**src/rtl/pipe_shifter.sv**
```systemverilog
// pipe_shifter: pipelined logarithmic barrel shifter with a valid/ready
// handshake on both sides.
//
// Stage k (k = 0..L-1) shifts by 2^k when bit k of the shift amount is set,
// so a result appears L cycles after acceptance. All stages advance
// together. While the last stage holds a result that downstream is not
// taking, the whole pipe freezes and in_ready drops.
//
// Ports
//   clk        clock, rising edge
//   rst_n      asynchronous active-low reset
//   in_valid   operation offered on in_*
//   in_ready   pipe accepts the offered operation this cycle
//   in_x       operand (N bits)
//   in_s       shift amount; only the low log2(N) bits are used
//   in_op      00 SLL, 01 SRL, 10 SRA, 11 ROL
//   in_tag     user tag returned with the result
//   out_valid  result presented on out_*
//   out_ready  downstream consumes the result this cycle
//   out_z      result
//   out_tag    tag of the operation that produced out_z
//   out_zero   registered "out_z is all zeros" flag
module pipe_shifter #(
  parameter int N    = 32,
  parameter int TAGW = 4
) (
  input  logic            clk,
  input  logic            rst_n,
  input  logic            in_valid,
  output logic            in_ready,
  input  logic [N-1:0]    in_x,
  input  logic [31:0]     in_s,
  input  logic [1:0]      in_op,
  input  logic [TAGW-1:0] in_tag,
  output logic            out_valid,
  input  logic            out_ready,
  output logic [N-1:0]    out_z,
  output logic [TAGW-1:0] out_tag,
  output logic            out_zero
);

  localparam int L = $clog2(N);

  localparam logic [1:0] OP_SLL = 2'b00;
  localparam logic [1:0] OP_SRL = 2'b01;
  localparam logic [1:0] OP_SRA = 2'b10;
  localparam logic [1:0] OP_ROL = 2'b11;

  logic            valid_q [L];
  logic [N-1:0]    data_q  [L];
  logic [1:0]      op_q    [L];
  logic [L-1:0]    amt_q   [L];
  logic [TAGW-1:0] tag_q   [L];
  logic            zero_q;

  logic            valid_d [L];
  logic [N-1:0]    data_d  [L];
  logic [1:0]      op_d    [L];
  logic [L-1:0]    amt_d   [L];
  logic [TAGW-1:0] tag_d   [L];
  logic            zero_d;

  logic advance;

  // One stage of the log shifter. SRA fills with the current MSB: every
  // earlier stage also filled with it, so it is still the operand's
  // original sign bit.
  function automatic logic [N-1:0] shift_stage(
    input logic [N-1:0] x,
    input logic [1:0]   op,
    input logic         en,
    input int           k
  );
    int sh;
    logic [N-1:0] r;
    sh = 1 << k;
    r  = x;
    if (en) begin
      case (op)
        OP_SLL:  r = x << sh;
        OP_SRL:  r = x >> sh;
        OP_SRA:  r = $signed(x) >>> sh;
        OP_ROL:  r = (x << sh) | (x >> (N - sh));
        default: r = x;
      endcase
    end
    return r;
  endfunction

  assign out_valid = valid_q[L-1];
  assign advance   = !out_valid || out_ready;
  assign in_ready  = advance;

  assign out_z    = data_q[L-1];
  assign out_tag  = tag_q[L-1];
  assign out_zero = zero_q;

  always_comb begin
    for (int k = 0; k < L; k++) begin
      valid_d[k] = 1'b0;
      data_d[k]  = '0;
      op_d[k]    = '0;
      amt_d[k]   = '0;
      tag_d[k]   = '0;
    end

    valid_d[0] = in_valid;
    op_d[0]    = in_op;
    amt_d[0]   = in_s[L-1:0];
    tag_d[0]   = in_tag;
    data_d[0]  = shift_stage(in_x, in_op, in_s[0], 0);

    for (int k = 1; k < L; k++) begin
      valid_d[k] = valid_q[k-1];
      op_d[k]    = op_q[k-1];
      amt_d[k]   = amt_q[k-1];
      tag_d[k]   = tag_q[k-1];
      data_d[k]  = shift_stage(data_q[k-1], op_q[k-1], amt_q[k-1][k], k);
    end

    zero_d = (data_d[L-1] == '0);
  end

  always_ff @(posedge clk or negedge rst_n) begin
    if (!rst_n) begin
      for (int k = 0; k < L; k++) begin
        valid_q[k] <= 1'b0;
        data_q[k]  <= '0;
        op_q[k]    <= '0;
        amt_q[k]   <= '0;
        tag_q[k]   <= '0;
      end
      zero_q <= 1'b0;
    end else if (advance) begin
      for (int k = 0; k < L; k++) begin
        valid_q[k] <= valid_d[k];
        data_q[k]  <= data_d[k];
        op_q[k]    <= op_d[k];
        amt_q[k]   <= amt_d[k];
        tag_q[k]   <= tag_d[k];
      end
      zero_q <= zero_d;
    end
  end

  // Upper amount bits and the last stage's op/amount have no consumer.
  logic unused_bits;
  assign unused_bits = ^{in_s, op_q[L-1], amt_q[L-1]};

endmodule

```
**config.mk**
```make
export PLATFORM = sky130hd
export DESIGN_NAME = pipe_shifter
export DESIGN_NICKNAME = d
export VERILOG_FILES = /design/src/rtl/pipe_shifter.sv
export SDC_FILE = /design/constraint.sdc
export NUM_CORES = 1
export LEC_CHECK = 0
export CAP_MARGIN = 25
export CORE_UTILIZATION = 50
export CTS_BUF_LIST = sky130_fd_sc_hd__clkbuf_16
export CTS_CLUSTER_DIAMETER = 40
export DETAILED_ROUTE_END_ITERATION = 8
export PLACE_DENSITY = 0.79
export RECOVER_POWER = 100
export SYNTH_ARGS = -nofsm -noshare
export SYNTH_HDL_FRONTEND = slang
export SYNTH_SLANG_ARGS = --single-unit
```
**constraint.sdc**
```tcl
create_clock -name clk -period 1.5 [get_ports clk]
set_clock_uncertainty 0.05 [all_clocks]
set_input_delay 0.375 -clock clk [delete_from_list [all_inputs] [get_ports clk]]
set_output_delay 0.375 -clock clk [all_outputs]
set_load 0.005 [all_outputs]
```
==> impl_metrics.ini, run 1 <==
[synth]
ys_ff_latch = 204
ys_warn_count = 0
synthFlopType = dfrtp_1
synth.distinct_cells = 44
synth_area_mm2 = 0.0113
async_reset_ff_frac = 1.00
synth.area.top_cells = dfrtp_1, nand2_1, mux2i_1, o21ai_1, buf_4
syn_area_per_cell_um2 = 8.46
yosysTopAreaCellShare = 0.451
synth_cells = 1339
synth_edf_count = 0
synthesis.nets = 1413
synth_seq_area_share = 0.451
yosys.area.top_type = dfrtp_1

[power]
intPower_mw = 24.9
vdd_drop_max_mv = 1.40
power_switching_mw = 19.2
pwr-share-comb = 0.572
seqPwrFrac = 0.256
finalPower_mw = 44.1
swShare = 0.435
clockPowerShare = 0.172
p_per_area_mw_per_mm2 = 2690
p_leak_nw = 7.49

[clock_network]
cts_root_buffer = clkbuf_16
clkSinkCount = 204
h-tree-depth = 1
cts_tree = built
clk_pin_slew_ns = 0.06
cts_buffer_depth = 3
cts_made_buffers = 31
clk_latency_ns = 0.57

[finish]
antenna_cells = 0
utilization = 0.745
drive_gt1_frac = 0.345
area_growth_syn_to_layout_pct = 45.0
nNetsFinal = 1626

[critical_path]
cpLargestDelayFamily = flip-flops
worstPathRequired_ns = 1.93
cp_data_arrival_time_ns = 2.28
crit_path_end_kind = register
crit_path_start_kind = register
cp_num_buf_inv = 1
critPathMaxStageDelay_ns = 0.43
worst-path-max-fanout = 8
slowest_stage = dfrtp_2
path_class = reg -> reg
crit_chain = buf_8 -> mux2i_2 -> o221ai_1 -> nor4_2 -> nand2_1 -> o31ai_2

[sta]
max_freq_mhz = 541
slew_viol_final = 0
fin_crit_sh = 1.23
period_minus_slack_ns = 1.85
relSlewSlack = 0.352
worst-slew-pin-transition_ns = 0.972
finalHoldViolCount = 0
rsz0062_at_grt = yes
setup_violations = 204
layout_setup_ws_ns = -0.348

[global_routing]
grt_pass1_wl_um = 55600
grt.overflow.total = 0
grt_use_total = 0.296
grt_use_met1 = 0.348
grt_max_degree = 67
grt_pass1_vias = 10802
antenna_found_initial = 1
grt.met3_usage = 0.0458
use_met2 = 0.519
busiest_layer = met2

[die]
dieArea_mm2 = 0.0233
start_util = 0.514
core_area_mm2 = 0.0220
rows = 54
die_w_um = 152
dieHeight_um = 152
io_pins = 113

[routing]
antenna_left = 0
dr.pass1.iters = 7
drt_iter0_drc = 1247
via_per_inst = 6.41
avgRoutedWirePerCell_um = 23.1
drt_wl_total_um = 42900
vias = 11896
drcViolationCount = 4

[outcome]
violations = DRC, setup timing
status = complete, but fails checks

[worst_hold_path]
worstHoldPathType = in -> reg

[place]
gp_congestion = 0.892
io_buffers = 85
hpwl_um = 20800

[flow_run]
max-cap-violations = 0
==> cell families (layout without fill, tap and decap cells) <==
family	count (synthesis)	after routing	synth area share
compound gates	334	334	0.171
flops	204	204	0.451
simple gates	517	517	0.182
xor+xnor	5	5	0.00851
mux	125	125	0.112
buf+inv	154	391	0.0753
==> routing by layer <==
metal  share of wire  routed length (µm)  up-vias
li1                -                   -     5045
met1            0.35               15000     5649
met2            0.48               20600      878
met3           0.086                3690      322
met4           0.085                3660        2
met5         0.00030                  13        -
==> final timing paths <==
kind	cells after the start	to	startpoint	slack (ns)
worst max-delay path	6	out_zero	op_d[1]	-0.35
worst min-delay path	3	data_q[145]	in_s[0]	0.23
worst max register to register	6	out_zero	op_d[1]	-0.35
worst min register to register	2	out_tag[1]	out_tag[1]	0.41
max in group asynchronous	3	out_z[16]	rst_n	0.11
min in group asynchronous	2	out_z[10]	rst_n	0.46
==> through the flow <==
step                cells  hold slack [ns]  setup WS, ns  area, µm²  TNS (ns)
global placement     1717            0.253        -0.442      13200    -63.35
CTS                  1815            0.213        -0.231      15200     -5.83
global route         1856            0.243        -0.404      16400    -37.49
finish               1856            0.225        -0.348      16400    -26.50
floorplan            1339           0.0294        -0.116      11400     -2.47
detailed placement   1717            0.258        -0.521      13200    -70.15
==> cell usage after synthesis (7+ instances only) <==
master,count
o21ai_0,23
nor4_1,9
nor2_1,50
nand2_1,413
buf_1,8
a21oi_1,7
buf_2,32
mux2i_1,109
o221ai_1,8
a221oi_1,16
a22oi_1,27
a211oi_1,8
buf_4,40
mux2_1,14
dfrtp_1,204
nand3_1,15
nand4_1,10
o21ai_1,213
clkbuf_1,50
inv_1,11
o211ai_1,13
a21o_1,7
==> what timing repair did <==
action,in CTS,in global routing
endpoints found under the hold margin,63,0
gates resized for setup,302,179
hold buffers,1,0
endpoints found under the setup margin,143,194
pin swaps,38,75
cloned,8,20
buffers inserted,35,35
==> power groups by stage <==
stage / registers (mW) / logic (mW) / clock network [mW]
2_1_floorplan: 9.95 / 11.2 / 0
3_3_place_gp: 10.5 / 16.4 / 0
3_5_place_dp: 10.6 / 16.9 / 0
4_1_cts: 10.7 / 20.4 / 7.50
5_1_grt: 11.5 / 26.5 / 7.83
6_report: 11.3 / 25.3 / 7.58
==> sequential cells by signal, indices dropped and copies added (netlist names) <==
name / count
out_valid: 1
out_z: 32
tag_d: 16
out_zero: 1
op_d: 8
amt_d: 10
data_q: 128
out_tag: 4
valid_d: 4
==> worst reg2reg max path, stage by stage, from the launching register on <==
cell and delay [ns]:
dfrtp_2 0.43, buf_8 0.16, mux2i_2 0.30, o221ai_1 0.20, nor4_2 0.29, nand2_1 0.13, o31ai_2 0.19
==> layout make-up <==
| cell class | count | area (µm²) |
|---|---|---|
| repair buffers | 320 | 3310 |
| clock buffers | 31 | 776 |
| flip-flops and latches | 204 | 5110 |
| well taps | 280 | 350 |
| fillers | 1256 | 5610 |
| multi-input cells | 981 | 6500 |
| inverters | 14 | 55.1 |
| clock inverters | 26 | 304 |
==> cells in the final DEF (no fill, tap or decap), drive strengths merged, types with 2 or more instances in the layout <==
cell and instances:
a211o 3, a211oi 8, a21o 7, a21oi 7
a221oi 16, a22oi 27, a31oi 4, buf 252
bufinv 5, clkbuf 54, clkdlybuf4s50 42, clkinv 8
clkinvlp 5, dfrtp 204, dlymetal6s2s 2, inv 22
mux2 16, mux2i 109, nand2 413, nand2b 6
nand3 15, nand4 10, nor2 52, nor2b 6
nor4 10, o211ai 13, o21ai 236, o221ai 8
o22ai 2, or2 4, xnor2 4
(Power assumes the default switching activity.)
==> run 2: changes to the inputs <==
--- a/config.mk
+++ b/config.mk
@@ -6,11 +6,11 @@
 export NUM_CORES = 1
 export LEC_CHECK = 0
 export CAP_MARGIN = 25
-export CORE_UTILIZATION = 50
+export CORE_UTILIZATION = 30
 export CTS_BUF_LIST = sky130_fd_sc_hd__clkbuf_16
 export CTS_CLUSTER_DIAMETER = 40
 export DETAILED_ROUTE_END_ITERATION = 8
-export PLACE_DENSITY = 0.79
+export PLACE_DENSITY = 0.54
 export RECOVER_POWER = 100
 export SYNTH_ARGS = -nofsm -noshare
 export SYNTH_HDL_FRONTEND = slang
==> run 2 against run 1 <==
Effect of this change: the flow finishes with violations (setup timing); critical path depth increased by 1; worst setup slack improved by 0.17 ns; sequential power decreased by 4%; design area decreased by 1.2%; global-route usage decreased by 12 points; sequential share of layout area increased by 0.40 points; non-clock buffer count decreased by 13; first-iteration DRC count decreased by 64%; wire length decreased by 22%; final cell count increased by 12%; sequential cell count unchanged; via count decreased by 15%; critical path type unchanged; critical endpoint unchanged.
==> impl_metrics.ini, run 2 (same netlist as run 1, synthesis figures left out) <==
[global_routing]
grt_pass1_vias = 9945
antenna_found_initial = 0
grt.overflow.total = 0
grt_max_degree = 67
grt_pass1_wl_um = 53300
grt_use_total = 0.172

[clock_network]
cts_made_buffers = 39
cts_buffer_depth = 3
h-tree-depth = 2
clk_pin_slew_ns = 0.05
clk_latency_ns = 0.53
clkSinkCount = 204
cts_root_buffer = clkbuf_16
cts_tree = built

[place]
hpwl_um = 22600
dp_cells = 1945
dpl_cell_area_mm2 = 0.0135
post-place-ws_ns = -0.498
gp_congestion = 0.912
io_buffers = 85

[finish]
final_common_cell = nand2_1
area_growth_syn_to_layout_pct = 43.2
stdcell_area_mm2 = 0.0162
largest_register_ffs = 128
finalNonFillerCells = 2080
final_cell_mix = nand2_1, dfrtp_1, o21ai_1, buf_4, mux2i_1
fillCellCount = 3556
drive_gt1_frac = 0.312
nNetsFinal = 1621
antenna_cells = 0
utilization = 0.440
regMostFlops = data_q

[flow_run]
max-cap-violations = 0

[routing]
dr.pass1.iters = 4
vias = 10147
antenna_left = 0
avgRoutedWirePerCell_um = 16.1
drt_wl_total_um = 33400
drt_iter0_drc = 453
drcViolationCount = 0
via_per_inst = 4.88

[sta]
fin_crit_sh = 1.12
worst-slew-pin-transition_ns = 0.954
setup_violations = 159
max_freq_mhz = 596
relSlewSlack = 0.364
rsz0062_at_grt = yes
finalHoldViolCount = 0
tns_ns = -6.95
period_minus_slack_ns = 1.68
layout_setup_ws_ns = -0.177
slew_viol_final = 0

[critical_path]
cp_data_arrival_time_ns = 2.07
path_class = reg -> reg
worstPathRequired_ns = 1.90
crit_path_start_kind = register
worst-path-max-fanout = 12
crit_path_end_kind = register

[die]
start_util = 0.307
dieHeight_um = 196
die_w_um = 196
io_pins = 113
rows = 70
core_area_mm2 = 0.0369
dieArea_mm2 = 0.0385

[power]
vdd_drop_max_mv = 0.977
p_per_area_mw_per_mm2 = 2560
p_leak_nw = 7.37

[worst_hold_path]
worstHoldPathType = in -> reg

[outcome]
violations = setup timing
status = complete, but fails checks
-- run 2: cell types whose count changed in the layout (fill, tap and decap cells not counted), sizes merged --
| cell | change |
|---|---|
| bufinv | +3 |
| buf | -9 |
| clkinv | +3 |
| clkinvlp | -1 |
| clkbuf | +3 |
| bufbuf | +1 |
-- run 2: worst paths after layout --
check	start	end	cells past startpoint	slack [ns]
max in group asynchronous	rst_n	tag_d[13]	3	0.12
worst min-delay path	in_s[0]	data_q[150]	3	0.24
worst min register to register	out_z[26]	out_z[26]	2	0.41
worst max register to register	op_d[1]	out_zero	7	-0.18
min in group asynchronous	rst_n	out_z[11]	2	0.47
worst max-delay path	op_d[1]	out_zero	7	-0.18
-- run 2: per-stage QoR --
step                      hold WS (ns)  total power [mW]
final                            0.239              41.5
after global routing             0.252              44.2
after CTS                        0.221              40.1
after detailed placement         0.256              27.9
after global placement           0.256              27.5
after floorplan                 0.0294              21.2
-- run 2: repair_timing --
| action | 4_1_cts | 5_1_grt |
|---|---|---|
| hold buffers | 1 | 0 |
| hold endpoints to repair | 22 | 0 |
| setup endpoints to repair | 133 | 181 |
| resized for setup | 271 | 114 |
| setup buffers | 39 | 27 |
| cloned | 8 | 5 |
| pin swaps | 21 | 42 |
-- run 2: metal layers --
metal / vias up / routed length [µm] / global-route usage
li1: 5011 / - / -
met1: 4869 / 15100 / 0.224
met2: 194 / 16200 / 0.288
met3: 73 / 1200 / 0.0270
met4: 0 / 1010 / 0.0590
met5: - / 0 / 0
-- run 2: report_power, final --
part,internal [mW],total [mW],switching [mW],leakage [nW]
Combinational,11.0,21.5,10.5,4.28
Sequential,8.17,10.9,2.69,2.42
Clock,6.16,9.18,3.02,0.672
-- run 2: layout make-up --
class                      instances  area (µm²)  share of cell area
clock inverter                    31         409              0.0252
sequential                       204        5110               0.316
tap                              504         631              0.0389
clock buffer                      39         976              0.0602
timing repair buffer             307        2900               0.179
multi-input combinational        981        6130               0.378
inverter                          14        55.1             0.00340
-- run 2: worst max-delay path, cell delays in order (launching register included) --
cell and delay (ns):
dfrtp_2 0.43, buf_12 0.16, buf_4 0.13, nand4_1 0.09, o221ai_2 0.12, nor4_2 0.30, nand2_1 0.13, o31ai_2 0.18
